==> src/rtl/seg7_pkg.sv <==
// Seven-segment glyph table shared by display-side blocks.
// Glyphs are logical {a,b,c,d,e,f,g}, segment on = 1.
package seg7_pkg;

    localparam logic [6:0] SEG_0     = 7'b1111110;
    localparam logic [6:0] SEG_1     = 7'b0110000;
    localparam logic [6:0] SEG_2     = 7'b1101101;
    localparam logic [6:0] SEG_3     = 7'b1111001;
    localparam logic [6:0] SEG_4     = 7'b0110011;
    localparam logic [6:0] SEG_5     = 7'b1011011;
    localparam logic [6:0] SEG_6     = 7'b1011111;
    localparam logic [6:0] SEG_7     = 7'b1110000;
    localparam logic [6:0] SEG_8     = 7'b1111111;
    localparam logic [6:0] SEG_9     = 7'b1111011;
    localparam logic [6:0] SEG_A     = 7'b1110111;
    localparam logic [6:0] SEG_B     = 7'b0011111;
    localparam logic [6:0] SEG_C     = 7'b1001110;
    localparam logic [6:0] SEG_D     = 7'b0111101;
    localparam logic [6:0] SEG_E     = 7'b1001111;
    localparam logic [6:0] SEG_F     = 7'b1000111;
    localparam logic [6:0] SEG_BLANK = 7'b0000000;

    function automatic logic [6:0] hex_to_seg(input logic [3:0] nibble);
        logic [6:0] seg;
        seg = SEG_BLANK;
        case (nibble)
            4'h0: seg = SEG_0;
            4'h1: seg = SEG_1;
            4'h2: seg = SEG_2;
            4'h3: seg = SEG_3;
            4'h4: seg = SEG_4;
            4'h5: seg = SEG_5;
            4'h6: seg = SEG_6;
            4'h7: seg = SEG_7;
            4'h8: seg = SEG_8;
            4'h9: seg = SEG_9;
            4'hA: seg = SEG_A;
            4'hB: seg = SEG_B;
            4'hC: seg = SEG_C;
            4'hD: seg = SEG_D;
            4'hE: seg = SEG_E;
            4'hF: seg = SEG_F;
            // Only reachable with X/Z in simulation: show a blank digit.
            default: seg = SEG_BLANK;
        endcase
        return seg;
    endfunction

endpackage

==> src/rtl/hex_7seg_decoder.sv <==
// Registered hex-to-seven-segment decoder for one display digit.
// Polarity is folded in before the register so every pin is a flop output.
module hex_7seg_decoder
    import seg7_pkg::*;
#(
    parameter bit ACTIVE_LOW = 1'b0
) (
    input  logic       i_clk,
    input  logic       i_rst,
    input  logic [3:0] in,
    output logic       o_a,
    output logic       o_b,
    output logic       o_c,
    output logic       o_d,
    output logic       o_e,
    output logic       o_f,
    output logic       o_g
);

    localparam logic [6:0] POL = {7{ACTIVE_LOW}};

    logic [6:0] seg_q;

    always_ff @(posedge i_clk) begin
        if (i_rst) seg_q <= SEG_BLANK ^ POL;
        else       seg_q <= hex_to_seg(in) ^ POL;
    end

    assign {o_a, o_b, o_c, o_d, o_e, o_f, o_g} = seg_q;

endmodule

==> config.mk <==
export PLATFORM = sky130hd
export DESIGN_NAME = hex_7seg_decoder
export DESIGN_NICKNAME = d
export VERILOG_FILES = /design/src/rtl/seg7_pkg.sv /design/src/rtl/hex_7seg_decoder.sv
export SDC_FILE = /design/constraint.sdc
export NUM_CORES = 1
export LEC_CHECK = 0
export ABC_AREA = 1
export CORE_AREA = 4 4 41 43
export DETAILED_ROUTE_END_ITERATION = 10
export DIE_AREA = 0 0 45 47
export HOLD_SLACK_MARGIN = 0.08
export PLACE_DENSITY = 0.65
export SYNTH_ARGS = -nofsm -noshare
export SYNTH_HDL_FRONTEND = slang
export SYNTH_SLANG_ARGS = --single-unit
==> constraint.sdc <==
create_clock -name i_clk -period 1 [get_ports i_clk]
set_input_delay 0.1 -clock i_clk [delete_from_list [all_inputs] [get_ports i_clk]]
set_output_delay 0.1 -clock i_clk [all_outputs]
set_load 0.005 [all_outputs]
==> results of run 1 <==
[synthesized netlist by cell type]
cell / number / area (sq um)
nand2_1: 12 / 45.0
dfxtp_1: 7 / 140
ha_1: 7 / 87.6
nor2_1: 6 / 22.5
a21oi_1: 5 / 25.0
inv_1: 5 / 18.8
nand3_1: 3 / 15.0
o21ai_0: 3 / 15.0
inv_2: 1 / 3.75
nand2_2: 1 / 6.26
nor2_4: 1 / 11.3
nor3_1: 1 / 5.00
nor3b_2: 1 / 12.5
[cell type report]
cell class              count  area share [%]
multi-input cells          40            40.2
repair buffers             18            25.7
flip-flops and latches      7            23.0
clock buffers               4            4.31
inverters                   6            3.70
well taps                  15            3.08
[power by group]
| part | total, mW | internal, mW | switching, mW |
|---|---|---|---|
| clock network | 0.248 | 0.152 | 0.0959 |
| logic | 0.157 | 0.0809 | 0.0762 |
| registers | 0.305 | 0.302 | 0.00387 |
[cells by family (layout without fill, tap and decap cells)]
logic type / after synthesis / after routing / share of synthesized area [%]
DFF: 7 / 7 / 34.4
adders and majority gates: 7 / 7 / 21.5
and+or+nand+nor: 25 / 25 / 28.8
AOI/OAI and AO/OA: 8 / 8 / 9.81
buffers and inverters: 6 / 28 / 5.52
[stage by stage]
stage | setup WS (ps) | instance area (sq um) | power, mW | setup TNS [ps] | utilization, %
finish | 107 | 609 | 0.710 | 0 | 46.8
global route | 54.1 | 609 | 0.766 | 0 | 46.8
CTS | 26.5 | 607 | 0.727 | 0 | 46.6
detailed placement | -404 | 592 | 0.487 | -2200 | 45.5
global placement | -379 | 592 | 0.486 | -2110 | 45.5
floorplan | 168 | 408 | 0.384 | 0 | -
[metal layers]
layer,global-route usage [%],wire length [microns]
met3,1.15,43
met1,9.34,347
met5,0,0
met4,7.02,0
met2,12.7,387
[what timing repair did]
action | CTS | global route
endpoints found under the setup margin | 14 | 3
resized for setup | 12 | 1
endpoints found under the hold margin | 0 | 0
[worst paths after layout]
path | start | endpoint | slack, ps | depth (start not counted)
setup / recovery | seg_q[5]$_SDFF_PP0_ | o_b | 110 | 1
hold / removal | in[2] | seg_q[4]$_SDFF_PP0_ | 340 | 4
[cell usage in the layout, fill, tap and decap left out]
| cell | synthesis | final |
|---|---|---|
| inv_2 | 1 | 3 |
| dlygate4sd2_1 | 0 | 9 |
| nand3_1 | 3 | 3 |
| dlymetal6s2s_1 | 0 | 1 |
| nand2_2 | 1 | 1 |
| nor2_4 | 1 | 1 |
| nor3_1 | 1 | 1 |
| clkdlybuf4s50_1 | 0 | 2 |
| ha_1 | 7 | 7 |
| nor2_1 | 6 | 6 |
| inv_1 | 5 | 3 |
| clkbuf_4 | 0 | 3 |
| clkbuf_1 | 0 | 1 |
| dfxtp_1 | 7 | 7 |
| nor3b_2 | 1 | 1 |
| nand2_1 | 12 | 12 |
| o21ai_1 | 0 | 1 |
| buf_4 | 0 | 6 |
| a21oi_1 | 5 | 5 |
| o21ai_0 | 3 | 2 |
==> summary.txt, run 1 <==
Run status
  – Status: finished clean

Worst hold path
  – Worst hold path class: input pin to flip-flop

Global routing
  – Largest net degree at the start of global routing: 8
  – Vias in the first global route: 321
  – Global-route wire length before repair: around 1200 microns
  – Initial antenna violation count: 0
  – Gr usage total: 7.98%
  – Total congestion overflow: 0

Placement
  – PortBufs: 12
  – Placed insts: 86
  – Placer Congestion: between 0.7 and 0.8
  – HPWL Detailed: 654 microns

Yosys
  – Netlist cell types: 13
  – Sequential area share after synthesis: 34.4%
  – Post-synthesis instance total: 53
  – Synth Cell Area: 408 sq um
  – YS warnings: 0
  – Syn avg cell area: slightly below 8 sq um
  – Mapped Nets: 66
  – #FFs+latches synth: 7

Timing
  – Tmin final: slightly below 900 ps
  – RSZ-0062 raised after global routing: no
  – Maximum clock frequency: about 1100 MHz
  – Fin crit share: around nine tenths
  – Setup Viol. Count Final: 0
  – Worst Tran Pin Value: 260 ps
  – Max-slew headroom: 82.6%
  – Hold Vio Cnt, Final: 0
  – Hold slack: 338 ps
  – Slew Limit Fails: 0

Finish
  – Layout Cells excl Fill: 90
  – Largest regs: seg_q (7)
  – Largest Register: seg_q
  – Synth-to-layout area growth: 49.4%
  – Antenna diodes: 0
  – Reg area: 140 sq um
  – Nets: about 90
  – Layout cell share with drive strength beyond 1: 20.0%
  – Layout fillers: roughly 140
  – Multi-input gate area: 245 sq um
  – Largest register FFs: 7

Job
  – Max_cap viols: 0

Critical path
  – Crit end category: output port
  – Bufs and invs on worst path: 1
  – Worst-path fanout max: 1
  – Max stage delay on crit path: 290 ps
  – Critical Path RT: about 900 ps
  – Crit-path slowest cell: dfxtp_1
  – CP Launch Type: flip-flop
  – WS Path Type: flip-flop to output port
  – Worst-path cell chain: dlygate4sd2_1
  – Critical Path AT: 790 ps
  – CP delay by family, top: flip-flops

Drt
  – WL/cell: between 8 and 9 microns
  – Initial DRC count: 6
  – Routed wire length: 778 microns
  – Vias/cell: 4.14
  – Total number of vias: 373
  – DRC: 0
  – Pre-Repair DR Iteration Count: 2
  – Post-DRT Antenna Nets: 0

Clock tree
  – Cts hold-fix bufs: 0
  – H-Tree Depth: 1
  – Num CTS Buffers: 3
  – Root Buffer: clkbuf_4
  – CTS tree: built
  – CTS Sinks: 7
  – Clock transition at path regs: 50 ps
  – CTS max path bufs: 2
  – Post-CTS setup buffer count: 0

Floorplan
  – Die Y-Extent: roughly 47 microns
  – Core Region: 1300 sq um
  – Die extent in x: ~45 microns
  – Initial Util: about a third
  – Io pins: 13
  – Die Footprint: 2120 sq um
  – Row count: 13

Pwr
  – PD cells: 1170 nW/um^2
  – Leak: approximately 0.33 nW
  – VDD IR-drop max: between 0.4 and 0.5 mV
No activity file was read; power rests on OpenSTA's default activity.
==> run 2, diff against run 1 <==
--- a/config.mk
+++ b/config.mk
@@ -9,8 +9,10 @@
 export CORE_AREA = 4 4 41 43
 export DETAILED_ROUTE_END_ITERATION = 10
 export DIE_AREA = 0 0 45 47
+export GPL_TIMING_DRIVEN = 0
 export HOLD_SLACK_MARGIN = 0.08
 export PLACE_DENSITY = 0.65
+export SKIP_CTS_REPAIR_TIMING = 1
 export SYNTH_ARGS = -nofsm -noshare
 export SYNTH_HDL_FRONTEND = slang
 export SYNTH_SLANG_ARGS = --single-unit
==> run 2 against run 1 <==
Compared with the run above:
- largest cell class unchanged
- worst setup slack worse by 0.97 ps
- final cell count is 6.7% lower
- sequential share of layout area is 0.34 points higher
- sequential power hardly changed
- clock power is 2% lower
- combinational power is 4% lower
- count of clock-buffer cells in the layout stayed put
- die area stayed put
==> summary.txt, run 2 (synthesized netlist as in run 1, its figures left out) <==
Clock tree
  – CTS max path bufs: 2 (unchanged)
  – CTS Sinks: 7 (unchanged)
  – Root Buffer: clkbuf_4
  – CTS tree: built
  – Clock transition at path regs: 50 ps (about the same)
  – Num CTS Buffers: 3 (unchanged)
  – H-Tree Depth: 1 (unchanged)

Critical path
  – Critical Path RT: 1130 ps (+230 ps)
  – Critical Path AT: 1030 ps (+240 ps)
  – WS Path Type: input pin to flip-flop
  – CP Launch Type: input pin
  – Worst-path fanout max: 5 (+4)
  – Crit end category: flip-flop

Global routing
  – Met1 usage: 8.66% (-0.68 points)
  – Vias in the first global route: 340 (+5.9%)
  – Initial antenna violation count: 0 (unchanged)
  – Global-route wire length before repair: 1260 microns (+5.2%)
  – Largest net degree at the start of global routing: 8 (unchanged)
  – Total congestion overflow: 0 (unchanged)
  – Met2 GRT Util: 14.4% (+1.7 points)
  – Gr usage total: 8.46% (+0.47 points)
  – Global routing's busiest layer: met2
  – Global Route met3 Usage: 1.15% (unchanged)

Finish
  – Antenna diodes: 0 (unchanged)
  – Synth-to-layout area growth: 47.2%
  – Commonest non-fill, non-tap cell in the layout: nand2_1
  – Layout Cells excl Fill: 84 (-6.7%)
  – Nets: 83 (-6.7%)
  – Largest Register: seg_q
  – Fin util: 46.2% (-0.67 points)
  – Largest regs: seg_q (7)
  – Layout fillers: 140 (+0.72%)
  – Layout cell share with drive strength beyond 1: 11.6% (-8.4 points)
  – Most frequent cells in the layout: 12 x nand2_1, 11 x dlymetal6s2s_1, 7 x ha_1, 7 x dfxtp_1, 6 x nor2_1
  – Largest register FFs: 7 (unchanged)
  – Fin area: 601 sq um (-1.4%)

Pwr
  – Leak: 0.393 nW (+21%)
  – Clock Power Share: 34.7% (-0.2 points)
  – Int Pwr: 529 uW (-0.92%)
  – Psw: 171 uW (-2.7%)
  – Total Power: 701 uW (-1.4%)
  – Combinational share of power: 21.6% (-0.5 points)
  – Switch share: 24.4% (-0.34 points)
  – Sequential group share of total power: 43.7% (+0.7 points)
  – VDD IR-drop max: 0.291 mV (-30%)
  – PD cells: 1170 nW/um^2 (about the same)

Drt
  – DRC: 0 (unchanged)
  – Total number of vias: 378 (+1.3%)
  – WL/cell: 10.1 microns (+17%)
  – Routed wire length: 846 microns (+8.7%)
  – Pre-Repair DR Iteration Count: 4 (+2)
  – Vias/cell: 4.50 (+8.6%)
  – Post-DRT Antenna Nets: 0 (unchanged)
  – Initial DRC count: 6 (unchanged)

Timing
  – Setup Viol. Count Final: 0 (unchanged)
  – Maximum clock frequency: 1120 MHz (-0.11%)
  – Post-route setup TNS: 0 ps (unchanged)
  – Tmin final: 894 ps (+0.973 ps)
  – Slew Limit Fails: 0 (unchanged)
  – Fin crit share: 89.4% (+0.097 points)
  – Hold slack: 236 ps (-102 ps)
  – Worst Tran Pin Value: 247 ps (-13.2 ps)
  – Slack of the critical path: 106 ps (-0.973 ps)
  – Hold Vio Cnt, Final: 0 (unchanged)
  – Max-slew headroom: 83.5% (+0.88 points)

Floorplan
  – Core Region: 1300 sq um (unchanged)
  – Io pins: 13 (unchanged)
  – Row count: 13 (unchanged)
  – Die Y-Extent: 47 microns (unchanged)
  – Die extent in x: 45 microns (unchanged)
  – Die Footprint: 2120 sq um (unchanged)
  – Initial Util: 31.3% (unchanged)

Placement
  – Area after DPL: 547 sq um (-7.6%)
  – Placed insts: 80 (-7.0%)
  – Placer Congestion: 0.782 (-1.7%)
  – HPWL Detailed: 628 microns (-3.9%)
  – Setup WS pre-CTS: -508 ps (-105 ps)
  – PortBufs: 12 (unchanged)

Run status
  – Status: finished clean

Job
  – Max_cap viols: 0 (unchanged)

Worst hold path
  – Worst hold path class: input pin to flip-flop
## run 2: worst max-delay path, cell delays in order
cell            delay [ps]
dlymetal6s2s_1         180
inv_1                  130
ha_1                   290
nand2_1                 60
nand2_1                 70
o21ai_0                150
nor2_1                  50
## run 2: layout make-up
cell class / count / area [sq um] / area share (%)
multi-input combinational: 40 / 245 / 40.8
timing repair buffer: 12 / 148 / 24.6
sequential: 7 / 140 / 23.3
clock buffer: 4 / 26.3 / 4.38
inverter: 6 / 22.5 / 3.75
tap: 15 / 18.8 / 3.13
## run 2: final timing paths
path                  start                   to  slack, ps  depth (start not counted)
worst min-delay path  in[3]  seg_q[4]$_SDFF_PP0_        240                          3
worst max-delay path  in[1]  seg_q[3]$_SDFF_PP0_        110                          7
## run 2: power groups by stage
stage / Sequential [mW] / Clock, mW / Combinational [mW]
floorplan: 0.316 / 0 / 0.0673
global placement: 0.312 / 0 / 0.156
detailed placement: 0.313 / 0 / 0.158
CTS: 0.307 / 0.258 / 0.159
global route: 0.308 / 0.272 / 0.172
finish: 0.306 / 0.243 / 0.151
## run 2: routing by layer
layer	vias up	share of wire (%)	routed length [microns]
met5	-	0	0
met3	0	7.7	65
met2	12	54	454
li1	199	-	-
met1	167	39	326
met4	0	0	0
==> run 3, diff against run 2 <==
--- a/config.mk
+++ b/config.mk
@@ -9,7 +9,6 @@
 export CORE_AREA = 4 4 41 43
 export DETAILED_ROUTE_END_ITERATION = 10
 export DIE_AREA = 0 0 45 47
-export GPL_TIMING_DRIVEN = 0
 export HOLD_SLACK_MARGIN = 0.08
 export PLACE_DENSITY = 0.65
 export SKIP_CTS_REPAIR_TIMING = 1
==> run 3 against run 2 <==
Compared with the run above:
- clock power is 2% higher
- final cell count is 7.1% higher
- combinational power is 13% higher
- power is 3.3% higher
- count of clock-buffer cells in the layout stayed put
- wire length is 5.0% lower
- largest power group unchanged
- sequential share of layout area is 1.7 points lower
- non-clock buffer count is 6 higher
- hold slack better by 86 ps
==> summary.txt, run 3 (synthesized netlist as in run 1, its figures left out) <==
Run status
  – Status: finished clean

Pwr
  – Clock Power Share: 34.3% (-0.4 points)
  – Combinational share of power: 23.5% (+1.9 points)
  – Int Pwr: 545 uW (+3.0%)
  – VDD IR-drop max: 0.418 mV (+44%)
  – Switch share: 24.6% (+0.21 points)
  – PD cells: 1120 nW/um^2 (-4.1%)
  – Psw: 178 uW (+4.2%)
  – Leak: 0.412 nW (+4.8%)
  – Sequential group share of total power: 42.2% (-1.5 points)

Critical path
  – Worst-path fanout max: 4 (-1)
  – WS Path Type: input pin to flip-flop
  – CP Launch Type: input pin
  – Crit end category: flip-flop
  – Critical Path AT: 1010 ps (-20 ps)
  – Critical Path RT: 1130 ps (about the same)

Timing
  – Fin crit share: 87.9% (-1.5 points)
  – Hold Vio Cnt, Final: 0 (unchanged)
  – RSZ-0062 raised after global routing: no
  – Worst Tran Pin Value: 264 ps (+17.6 ps)
  – Maximum clock frequency: 1140 MHz (+1.7%)
  – Tmin final: 879 ps (-14.8 ps)
  – Hold slack: 322 ps (+85.8 ps)
  – Max-slew headroom: 82.4% (-1.2 points)
  – Setup Viol. Count Final: 0 (unchanged)
  – Slew Limit Fails: 0 (unchanged)

Clock tree
  – H-Tree Depth: 1 (unchanged)
  – Root Buffer: clkbuf_4
  – Clock transition at path regs: 50 ps (about the same)
  – Num CTS Buffers: 3 (unchanged)
  – CTS Sinks: 7 (unchanged)
  – CTS tree: built
  – CTS max path bufs: 2 (unchanged)

Floorplan
  – Core Region: 1300 sq um (unchanged)
  – Die Y-Extent: 47 microns (unchanged)
  – Die Footprint: 2120 sq um (unchanged)
  – Initial Util: 31.3% (unchanged)
  – Io pins: 13 (unchanged)
  – Row count: 13 (unchanged)
  – Die extent in x: 45 microns (unchanged)

Global routing
  – Vias in the first global route: 321 (-5.6%)
  – Global-route wire length before repair: 1200 microns (-4.9%)
  – Initial antenna violation count: 0 (unchanged)
  – Total congestion overflow: 0 (unchanged)
  – Gr usage total: 7.98% (-0.47 points)
  – Largest net degree at the start of global routing: 8 (unchanged)

Finish
  – Layout Cells excl Fill: 90 (+7.1%)
  – Largest register FFs: 7 (unchanged)
  – Fin area: 647 sq um (+7.7%)
  – Fin util: 49.7% (+3.6 points)
  – Antenna diodes: 0 (unchanged)
  – Most frequent cells in the layout: 12 x nand2_1, 10 x dlymetal6s2s_1, 7 x ha_1, 7 x dfxtp_1
  – Largest Register: seg_q
  – Commonest non-fill, non-tap cell in the layout: nand2_1
  – Layout cell share with drive strength beyond 1: 21.3% (+9.7 points)
  – Largest regs: seg_q (7)
  – Nets: 89 (+7.2%)
  – Synth-to-layout area growth: 58.6%

Drt
  – Routed wire length: 804 microns (-5.0%)
  – Pre-Repair DR Iteration Count: 4 (unchanged)
  – Post-DRT Antenna Nets: 0 (unchanged)
  – Vias/cell: 4.24 (-5.7%)
  – WL/cell: 8.93 microns (-11%)
  – Initial DRC count: 2 (-4)
  – DRC: 0 (unchanged)
  – Total number of vias: 382 (+1.1%)

Placement
  – Placer Congestion: 0.796 (+1.8%)
  – Area after DPL: 592 sq um (+8.2%)
  – PortBufs: 12 (unchanged)
  – HPWL Detailed: 654 microns (+4.1%)
  – Placed insts: 86 (+7.5%)

Job
  – Max_cap viols: 0 (unchanged)

Worst hold path
  – Worst hold path class: input pin to flip-flop
[run 3: worst max-delay path: stages]
cell	delay, ps
clkdlybuf4s50_1	450
buf_4	170
nor2_1	90
nand2_1	60
nor3b_2	140
[run 3: layout make-up]
class                           count  area [sq um]
Inverter                            6          22.5
Clock buffer                        4          26.3
Sequential cell                     7           140
Multi-Input combinational cell     40           249
Timing Repair Buffer               18           190
Fill cell                         128           654
Tap cell                           15          18.8
[run 3: routing by layer]
| metal | routed length (microns) | GRT usage, % |
|---|---|---|
| met1 | 351 | 9.34 |
| met3 | 57 | 1.15 |
| met2 | 395 | 12.7 |
| met5 | 0 | 0 |
| met4 | 0 | 7.02 |
[run 3: final timing paths]
| path | from | end | slack [ps] | cells after the start |
|---|---|---|---|---|
| worst min-delay path | in[1] | seg_q[0]$_SDFF_PP0_ | 320 | 4 |
| worst max-delay path | in[3] | seg_q[2]$_SDFF_PP0_ | 120 | 5 |
[run 3: power by group through the flow]
stage	Combinational, mW	Clock, mW	Sequential (mW)
after floorplan	0.0673	0	0.316
after global routing	0.192	0.281	0.307
after global placement	0.174	0	0.312
final	0.170	0.248	0.305
after detailed placement	0.175	0	0.313
after CTS	0.176	0.262	0.307
[run 3: through the flow]
step / power [mW] / setup slack (ps) / TNS, ps
after floorplan: 0.384 / 168 / 0
after global placement: 0.486 / -379 / -2110
after detailed placement: 0.487 / -404 / -2200
after CTS: 0.745 / -160 / -1430
after global routing: 0.780 / 44.8 / 0
final: 0.724 / 121 / 0
